$ cat config.mk
export PLATFORM = sky130hd
export DESIGN_NAME = fifo
export DESIGN_NICKNAME = d
export VERILOG_FILES = /design/src/rtl/fifo.sv
export SDC_FILE = /design/constraint.sdc
export NUM_CORES = 1
export LEC_CHECK = 0
export ABC_AREA = 1
export ABC_CLOCK_PERIOD_IN_PS = 1970
export CORE_ASPECT_RATIO = 1.2
export CORE_MARGIN = 5
export CORE_UTILIZATION = 60
export CTS_CLUSTER_DIAMETER = 40
export DETAILED_ROUTE_END_ITERATION = 8
export DONT_BUFFER_PORTS = 1
export GPL_TIMING_DRIVEN = 1
export HOLD_SLACK_MARGIN = 0.08
export PLACE_DENSITY = 0.76
export SETUP_SLACK_MARGIN = 0.02
export SLEW_MARGIN = 40
export SYNTH_ARGS = -nofsm -noshare
export SYNTH_HDL_FRONTEND = slang
export SYNTH_SLANG_ARGS = --single-unit
$ cat constraint.sdc
create_clock -name ck -period 1.97 [get_ports ck]
set_input_delay 0.2955 -clock ck [delete_from_list [all_inputs] [get_ports ck]]
set_output_delay 0.2955 -clock ck [all_outputs]
set_load 0.1 [all_outputs]
$ cat src/rtl/fifo.sv
// Single-clock 16x8 FIFO with registered read data and registered
// empty/full flags. Optional sticky overflow/underflow flags are compiled in
// when the FIFO_ERR_EN macro is defined.
module fifo #(
  parameter int WIDTH  = 8,
  parameter int AWIDTH = 4
) (
  input  logic             ck,
  input  logic             rst,
  input  logic [WIDTH-1:0] Din,
  output logic [WIDTH-1:0] Dout,
  input  logic             Wen,
  input  logic             Ren,
  output logic             Fempty,
  output logic             Ffull
`ifdef FIFO_ERR_EN
  ,
  output logic             err_ovf,
  output logic             err_unf
`endif
);

  localparam int DEPTH = 2 ** AWIDTH;
  localparam logic [AWIDTH:0] FULL_CNT = (AWIDTH + 1)'(DEPTH);
  localparam logic [AWIDTH:0] ONE_CNT  = (AWIDTH + 1)'(1);
  localparam logic [AWIDTH-1:0] ONE_PTR = AWIDTH'(1);

  logic [WIDTH-1:0]  mem [DEPTH];
  logic [AWIDTH-1:0] wptr;
  logic [AWIDTH-1:0] rptr;
  logic [AWIDTH:0]   count;
  logic [AWIDTH:0]   count_nxt;
  logic              wr_acc;
  logic              rd_acc;

  // Acceptance uses the registered flags, so the same-slot read/write case
  // (count 0 or 16) can never be accepted in both directions at once.
  always_comb begin
    wr_acc    = Wen & ~Ffull;
    rd_acc    = Ren & ~Fempty;
    count_nxt = count;
    if (wr_acc && !rd_acc)
      count_nxt = count + ONE_CNT;
    else if (rd_acc && !wr_acc)
      count_nxt = count - ONE_CNT;
  end

  // Storage array; contents are deliberately left unreset.
  always_ff @(posedge ck) begin
    if (wr_acc)
      mem[wptr] <= Din;
  end

  // Pointers, occupancy, flags and read data register.
  always_ff @(posedge ck or posedge rst) begin
    if (rst) begin
      wptr   <= '0;
      rptr   <= '0;
      count  <= '0;
      Fempty <= 1'b1;
      Ffull  <= 1'b0;
      Dout   <= '0;
    end else begin
      if (wr_acc)
        wptr <= wptr + ONE_PTR;
      if (rd_acc) begin
        Dout <= mem[rptr];
        rptr <= rptr + ONE_PTR;
      end
      count  <= count_nxt;
      Fempty <= (count_nxt == '0);
      Ffull  <= (count_nxt == FULL_CNT);
    end
  end

`ifdef FIFO_ERR_EN
  // Sticky error flags: any rejected request latches until reset.
  always_ff @(posedge ck or posedge rst) begin
    if (rst) begin
      err_ovf <= 1'b0;
      err_unf <= 1'b0;
    end else begin
      if (Wen && Ffull)
        err_ovf <= 1'b1;
      if (Ren && Fempty)
        err_unf <= 1'b1;
    end
  end
`endif

endmodule

# Yosys cells after proc, flatten, opt, wreduce, memory -nomap -nowiden

Memory sizes are Yosys's and may differ from the RTL's. A register that Yosys moved wholly into a read port is not among the register bits.
Index checks and enable logic that the tools add are counted.
Widths: inputs -> output; s select.

Shift-type cells: 0
Mux-type cells: 4
Add/sub/neg operators: 4
Order comparisons: 0
Equal/unequal tests: 1
Reduce and logical (&&, ||, !) cells: 5
Divide/modulo/power cells: 0
Bitwise operators: 4
Multipliers: 0

Operators with widths:

| operator            | number |
|---|---|
| $mux 5              | 2 |
| $add 4x1->4 const B | 2 |
| $add 5x1->5 const B | 1 |
| $eq 5x5->1 const B  | 1 |
| $logic_not 5->1     | 1 |
| $sub 5x1->5 const B | 1 |
| $and 1x1->1         | 2 |
| $logic_and 1x1->1   | 2 |
| $logic_not 1->1     | 2 |
| $mux 1              | 2 |
| $not 1->1           | 2 |

Latch bits: 0
Input port bits: 12
Memories: 1
Bits in registers: 15
Memory bits (read-only): 0
Logic and storage cells: 24
Memory bits (writable): 128
Output and inout port bits: 10

Memories:

| memory | words | width | rd ports | clocked after Yosys merged registers in | wr ports | line | RTL |
|---|---|---|---|---|---|---|---|
| mem    | 16    | 8     | 1        | 1                                       | 1        | 28   | `logic [WIDTH-1:0] mem [DEPTH];` |

# Logic depth before layout (Yosys ltp)

Gate-level depths: netlist (run 1).

Depth in word-level cells: 7
Depth in mapped cells: 11
Mapped depth without buffers: 9

# Worst setup path after synthesis (run 1)

OpenSTA, ideal clock, no wires.

Path type: flip-flop to flip-flop
Start: register Ffull
End: memory mem[11][0] (enable)
Stages on the path, launching flop included: 5
Path slack: -0.102 ns
Setup time: 0.370 ns
Required time: 1.600 ns
Data arrival time: 1.702 ns
Path buffers: 1
Clock period less this slack: 2.072 ns
Cells stage by stage: dfrtp_1 -> nor2_4 -> buf_6 -> nand2_1 -> nor2_1

Cells in the longest elaborated chain, start to end: 4

RTL lines:

| element                      | line | RTL |
|---|---|---|
| start, declared              | 15   | `output logic Ffull` |
| start signal, assigned       | 72   | `Ffull <= (count_nxt == FULL_CNT);` |
| $not 1->1                    | 39   | `wr_acc = Wen & ~Ffull;` |
| $and 1x1->1                  | 39   |  |
| $mux 1                       | 50   | `if (wr_acc)` |
| $mux 1 (not written as such) | 51   | `mem[wptr] <= Din;` |
| end, declared                | 28   |  |

No other way between the ends.

==> impl_metrics.json, run 1 <==
{
  "relSlewSlack": 0.511,
  "cts_tree": "done",
  "powerDensity_nw_per_um2": 1510,
  "whs_ns": 0.139,
  "synth_cells": 678,
  "synth_area_leaders": "edfxtp_1 56%, nand2_1 13%, dfrtp_1 8.0%",
  "nets": 737,
  "critical_path.cell_chain": "inv_2 > buf_12 > nand2_1 > nand3_1 > nand2_1 > nand2_1 > nand3_1 > nand3_1 > nand2_1",
  "hold_end": "wptr[0]",
  "syn_to_final_growth_pct": 14.0,
  "yosysMostFrequentCell": "nand2_1",
  "clockBufferDepth": 2,
  "synth_nets": 697,
  "totalWireLength_um": 14300,
  "drc": 0,
  "route.met2.wl_um": 7320,
  "hp-class": "input pin to flip-flop",
  "dieArea_um2": 13700,
  "yosysTopAreaCell": "edfxtp_1",
  "antenna_found_initial": 0,
  "fp.coreArea_um2": 11100,
  "timing.final.crit_share": 0.822,
  "cp-end-kind": "flip-flop",
  "ys_async_sr_fraction": 0.152,
  "finalSetupViolCount": 0,
  "gp_congestion": 0.898,
  "hold_viol": 0,
  "n_antenna_cell": 0,
  "crit_path_frequent_cell": "nand2_1",
  "dpl.hpwl_um": 9330,
  "crit_fanout": 37,
  "fmax_mhz": 618,
  "die_h_um": 127,
  "rrSetupSlack_ns": 0.35,
  "clk_pin_slew_ns": 0.06,
  "tns_ns": 0,
  "synth-seq-area-share": 0.644,
  "cp-startpoint": "rptr[0]",
  "ys_warn_count": 0,
  "reg2reg_from": "rptr[0]",
  "htreeDepth": 4,
  "p_leak_uw": 0.00349,
  "min_path_cells": 2,
  "required_ns": 2.27,
  "synth_commonest_cells": "230 x nand2_1, 128 x edfxtp_1, 102 x inv_1",
  "portBuffers": 0,
  "fin_skew_ns": 0.00603,
  "grt_max_degree": 45,
  "drt.antenna.violating_nets": 0,
  "drv_cap": 0,
  "num_rows": 42,
  "via_per_inst": 5.26,
  "drv_slew": 0,
  "grt_usage": 0.224,
  "routed.top_layer": "met4",
  "wl_per_cell_um": 16.1,
  "cts_buffers": 17,
  "postLayoutCellArea_um2": 7830,
  "dr_wl_met3_um": 980,
  "reg2reg_to": "Dout[6]",
  "ys.flop_type": "edfxtp_1",
  "io_pins": 22,
  "slowest_stage": "dfrtp_2",
  "startpoint_type": "flip-flop",
  "die_w_um": 108,
  "synth_top_area_share": 0.560,
  "reg2reg_depth": 9,
  "synth_area_um2": 6870,
  "layout.cells.non_filler": 884,
  "clock_latency_ns": 0.42,
  "ir_worst_vdd_v": 0.000848,
  "wl_met1_um": 5620,
  "run_status": "finished, final reports clean",
  "post_dp_cell_area_um2": 7190,
  "initial_core_util": 0.616,
  "crit_type": "flip-flop to flip-flop",
  "synth_edf_count": 128,
  "syn_area_per_cell_um2": 10.1,
  "critical_path.top_delay_family": "simple AND/OR/NAND/NOR gates",
  "clkSinkCount": 151,
  "ys_ff_latch": 151,
  "grt_pass1_wl_um": 23300,
  "dr.first_iter.drc_count": 384,
  "firstDrtPassIters": 6,
  "tightest_slew_ns": 0.731,
  "rsz0062_at_grt": "no",
  "min_period_ns": 1.62,
  "place_ws_ns": 0.367,
  "ys_types": 27,
  "setup_ws_ns": 0.352,
  "min_from": "Wen",
  "arrival_ns": 1.92,
  "grt_pass1_vias": 4615,
  "cp.buffers_inverters": 2,
  "vias": 4653,
  "fill_cells": 785,
  "root_buffer": "clkbuf_16",
  "drive_gt1_frac": 0.129,
  "grt.overflow.total": 0,
  "dpl.cell_count": 844,
  "slowest_delay_ns": 0.52
}
==> sequential cells by signal (all words and copies together) (netlist names) <==
signal	flops
rptr	4
Ffull	1
mem	128
Fempty	1
count	5
Dout	8
wptr	4
==> cell usage in the layout, fill, tap and decap left out, drive strengths merged, types with 2 or more instances in the layout <==
cell / n
nand2: 235
edfxtp: 128
inv: 108
nand3: 84
buf: 40
nor2: 25
dfrtp: 22
clkbuf: 19
or2: 16
clkinv: 10
dlygate4sd3: 9
o211ai: 9
ha: 7
xor2: 6
nand4: 3
o21ai: 3
clkinvlp: 2
bufinv: 2
==> through the flow <==
step,util,total power [uW]
6_report,0.702,11800
5_1_grt,0.702,12500
4_1_cts,0.702,11800
3_5_place_dp,0.645,8710
3_3_place_gp,0.645,8580
2_1_floorplan,-,7730
==> worst reg2reg max path, delay by kind of cell (launching register included) <==
kind / cells / cell delay (ns)
simple gates: 7 / 0.59
buf+inv: 2 / 0.38
flops: 1 / 0.52
==> kinds of logic (layout without fill, tap and decap cells) <==
| logic type | Yosys count | after routing | share of synthesized area |
|---|---|---|---|
| buffers and inverters | 138 | 190 | 0.0886 |
| adders and majority gates | 7 | 7 | 0.0128 |
| DFF | 151 | 151 | 0.644 |
| xor gates and xnor gates | 6 | 6 | 0.00765 |
| AOI/OAI and AO/OA | 13 | 13 | 0.0191 |
| and+or+nand+nor | 363 | 363 | 0.228 |
==> layout make-up <==
| cell class | count | area, um2 | area share |
|---|---|---|---|
| clock buffers | 19 | 433 | 0.0553 |
| repair buffers | 49 | 415 | 0.0531 |
| multi-input cells | 389 | 1840 | 0.235 |
| well taps | 154 | 193 | 0.0246 |
| flip-flops and latches | 151 | 4420 | 0.565 |
| clock inverters | 12 | 111 | 0.0142 |
| inverters | 110 | 413 | 0.0528 |
==> report_power, final <==
group / total, uW / internal, uW / switching (uW) / leakage, uW
Clock: 3000 / 1830 / 1170 / 0.000265
Combinational: 4470 / 1340 / 3130 / 0.00180
Sequential: 4320 / 3980 / 332 / 0.00143
==> layer usage <==
metal	vias to the layer above	global-route usage
met2	178	0.381
met4	0	0.0981
met5	-	0
met1	2204	0.274
met3	29	0.0520
li1	2242	-
==> how the worst max path moves through the flow <==
| stage | to | cells past startpoint | slack, ns |
|---|---|---|---|
| finish | Dout[6] | 9 | 0.35 |
| global placement | mem[2][6] | 5 | 0.41 |
| CTS | mem[2][7] | 5 | 0.35 |
| floorplan | mem[11][0] | 4 | 0.12 |
| detailed placement | Dout[6] | 9 | 0.37 |
| global route | Dout[6] | 8 | 0.25 |
==> what timing repair did <==
item                      in CTS  in global routing
resized for setup              0                  0
hold endpoints to repair     150                  0
buffers inserted               0                  0
hold buffers                   9                  0
Power figures use the tool's default switching activity.
==> run 2, diff against run 1 <==
--- a/config.mk
+++ b/config.mk
@@ -6,16 +6,16 @@
 export NUM_CORES = 1
 export LEC_CHECK = 0
 export ABC_AREA = 1
-export ABC_CLOCK_PERIOD_IN_PS = 1970
+export ABC_CLOCK_PERIOD_IN_PS = 1400
 export CORE_ASPECT_RATIO = 1.2
 export CORE_MARGIN = 5
-export CORE_UTILIZATION = 60
+export CORE_UTILIZATION = 57
 export CTS_CLUSTER_DIAMETER = 40
 export DETAILED_ROUTE_END_ITERATION = 8
 export DONT_BUFFER_PORTS = 1
 export GPL_TIMING_DRIVEN = 1
 export HOLD_SLACK_MARGIN = 0.08
-export PLACE_DENSITY = 0.76
+export PLACE_DENSITY = 0.75
 export SETUP_SLACK_MARGIN = 0.02
 export SLEW_MARGIN = 40
 export SYNTH_ARGS = -nofsm -noshare
==> constraint.sdc (replaced) <==
create_clock -name ck -period 1.4 [get_ports ck]
set_input_delay 0.21 -clock ck [delete_from_list [all_inputs] [get_ports ck]]
set_output_delay 0.21 -clock ck [all_outputs]
set_load 0.1 [all_outputs]
==> run 2 against run 1 <==
The flow now finishes with violations (negative setup slack); wire length rose by 16%; non-clock buffer count up 19; core utilization grew 2.2 points; sequential power up 40%; clock power increased by 56%; worst hold slack got worse by 0.014 ns.
==> impl_metrics.json, run 2 (synthesis results as in run 1) <==
{
  "clock_latency_ns": 0.43,
  "fill_cells": 753,
  "cts_tree": "done",
  "gp_congestion": 0.874,
  "rrSetupSlack_ns": -0.12,
  "fin_skew_ns": 0.0144,
  "portBuffers": 0,
  "rsz0062_at_grt": "yes",
  "fmax_mhz": 657,
  "powerDensity_nw_per_um2": 2220,
  "drv_cap": 0,
  "power_uw": 19200,
  "nets": 756,
  "grt_pass1_wl_um": 24800,
  "startpoint_type": "flip-flop",
  "clockBufferDepth": 2,
  "die_w_um": 110,
  "fp.coreArea_um2": 11900,
  "firstDrtPassIters": 5,
  "grt_max_degree": 24,
  "dieArea_um2": 14300,
  "crit_type": "flip-flop to flip-flop",
  "min_from": "Ren",
  "grt.overflow.total": 0,
  "cts_buffers": 17,
  "final_common_cell": "nand2_1",
  "cp-end-kind": "flip-flop",
  "io_pins": 22,
  "hold_viol": 0,
  "reg2reg_to": "Ffull",
  "post_dp_cell_area_um2": 7510,
  "die_h_um": 130,
  "clkSinkCount": 151,
  "layout.cells.non_filler": 911,
  "dpl.hpwl_um": 9770,
  "root_buffer": "clkbuf_16",
  "postLayoutCellArea_um2": 8650,
  "dr.first_iter.drc_count": 412,
  "run_status": "finished, violations left",
  "regMostFlops": "mem",
  "ir_worst_vdd_v": 0.00143,
  "min_period_ns": 1.52,
  "fin_util": 0.724,
  "hold_end": "count[1]",
  "hp-class": "input pin to flip-flop",
  "wl_per_cell_um": 18.2,
  "htreeDepth": 4,
  "timing.final.crit_share": 1.09,
  "antenna_found_initial": 0,
  "syn_to_final_growth_pct": 26.0,
  "grt_usage": 0.238,
  "top_regs": "mem (128), Dout (8), count (5)",
  "via_per_inst": 5.36,
  "grt_pass1_vias": 4765,
  "whs_ns": 0.125,
  "arrival_ns": 1.84,
  "largest_reg_flops": 128,
  "failed_checks": "negative setup slack",
  "crit_fanout": 8,
  "relSlewSlack": 0.507,
  "drive_gt1_frac": 0.247,
  "min_path_cells": 4,
  "vias": 4879,
  "initial_core_util": 0.575,
  "tightest_slew_ns": 0.737,
  "setup_ws_ns": -0.121,
  "clk_pin_slew_ns": 0.07,
  "drv_slew": 0,
  "reg2reg_from": "Fempty",
  "reg2reg_depth": 10,
  "num_rows": 44,
  "p_leak_uw": 0.00374,
  "n_antenna_cell": 0,
  "required_ns": 1.72,
  "dpl.cell_count": 857,
  "layout_common_cells": "207 x nand2_1, 128 x edfxtp_1, 101 x inv_1",
  "drc": 0,
  "totalWireLength_um": 16600,
  "drt.antenna.violating_nets": 0,
  "finalSetupViolCount": 141
}
run 2: per-layer routing:
| metal | vias up | wire (um) | GRT usage | part of all wire |
|---|---|---|---|---|
| met3 | 39 | 813 | 0.0460 | 0.049 |
| li1 | 2291 | - | - | - |
| met1 | 2371 | 6190 | 0.284 | 0.37 |
| met4 | 0 | 588 | 0.112 | 0.036 |
| met2 | 178 | 8970 | 0.415 | 0.54 |
| met5 | - | 0 | 0 | 0 |
run 2: worst max-delay path by stage:
stage	startpoint	endpoint	slack (ns)	depth (start not counted)
2_1_floorplan	Ffull	mem[0][0]	-0.20	4
3_3_place_gp	rptr[0]	Dout[5]	-0.11	8
3_5_place_dp	rptr[0]	Dout[5]	-0.14	8
4_1_cts	Ffull	mem[13][4]	-0.09	4
5_1_grt	Fempty	Ffull	-0.18	7
6_report	Fempty	Ffull	-0.12	10
run 2: critical path, cell delays in order, from the launching register on:
cell,delay (ns)
dfstp_4,0.65
inv_4,0.05
nand2_8,0.10
nand2_8,0.08
buf_4,0.14
nand2_1,0.06
nand2_1,0.06
nand2_2,0.09
nor2_4,0.05
nand3_4,0.09
nor2_2,0.05
run 2: layout make-up:
class | instances | area [um2] | share of cell area
Tap cell | 161 | 201 | 0.0233
Sequential cell | 151 | 4430 | 0.512
Clock inverter | 13 | 174 | 0.0201
Inverter | 110 | 418 | 0.0483
Clock buffer | 19 | 443 | 0.0512
Timing Repair Buffer | 68 | 747 | 0.0863
Multi-Input combinational cell | 389 | 2240 | 0.259
run 2: timing repair:
action / in CTS / in global routing
setup buffers: 5 / 7
hold buffers: 10 / 0
cloned: 0 / 0
hold endpoints to repair: 152 / 0
endpoints found under the setup margin: 142 / 144
resized for setup: 19 / 60
pin swaps: 8 / 15
run 2: per-stage QoR:
stage / worst slack, ns / setup TNS [ns]
after floorplan: -0.204 / -23.53
after global placement: -0.112 / -1.13
after detailed placement: -0.140 / -6.32
after CTS: -0.0877 / -6.95
after global routing: -0.180 / -15.72
final: -0.121 / -9.61
run 2: where the power goes:
part	switching [uW]	internal [uW]
clock	1800	2870
sequential	421	5620
combinational	5510	2970
total	7730	11500
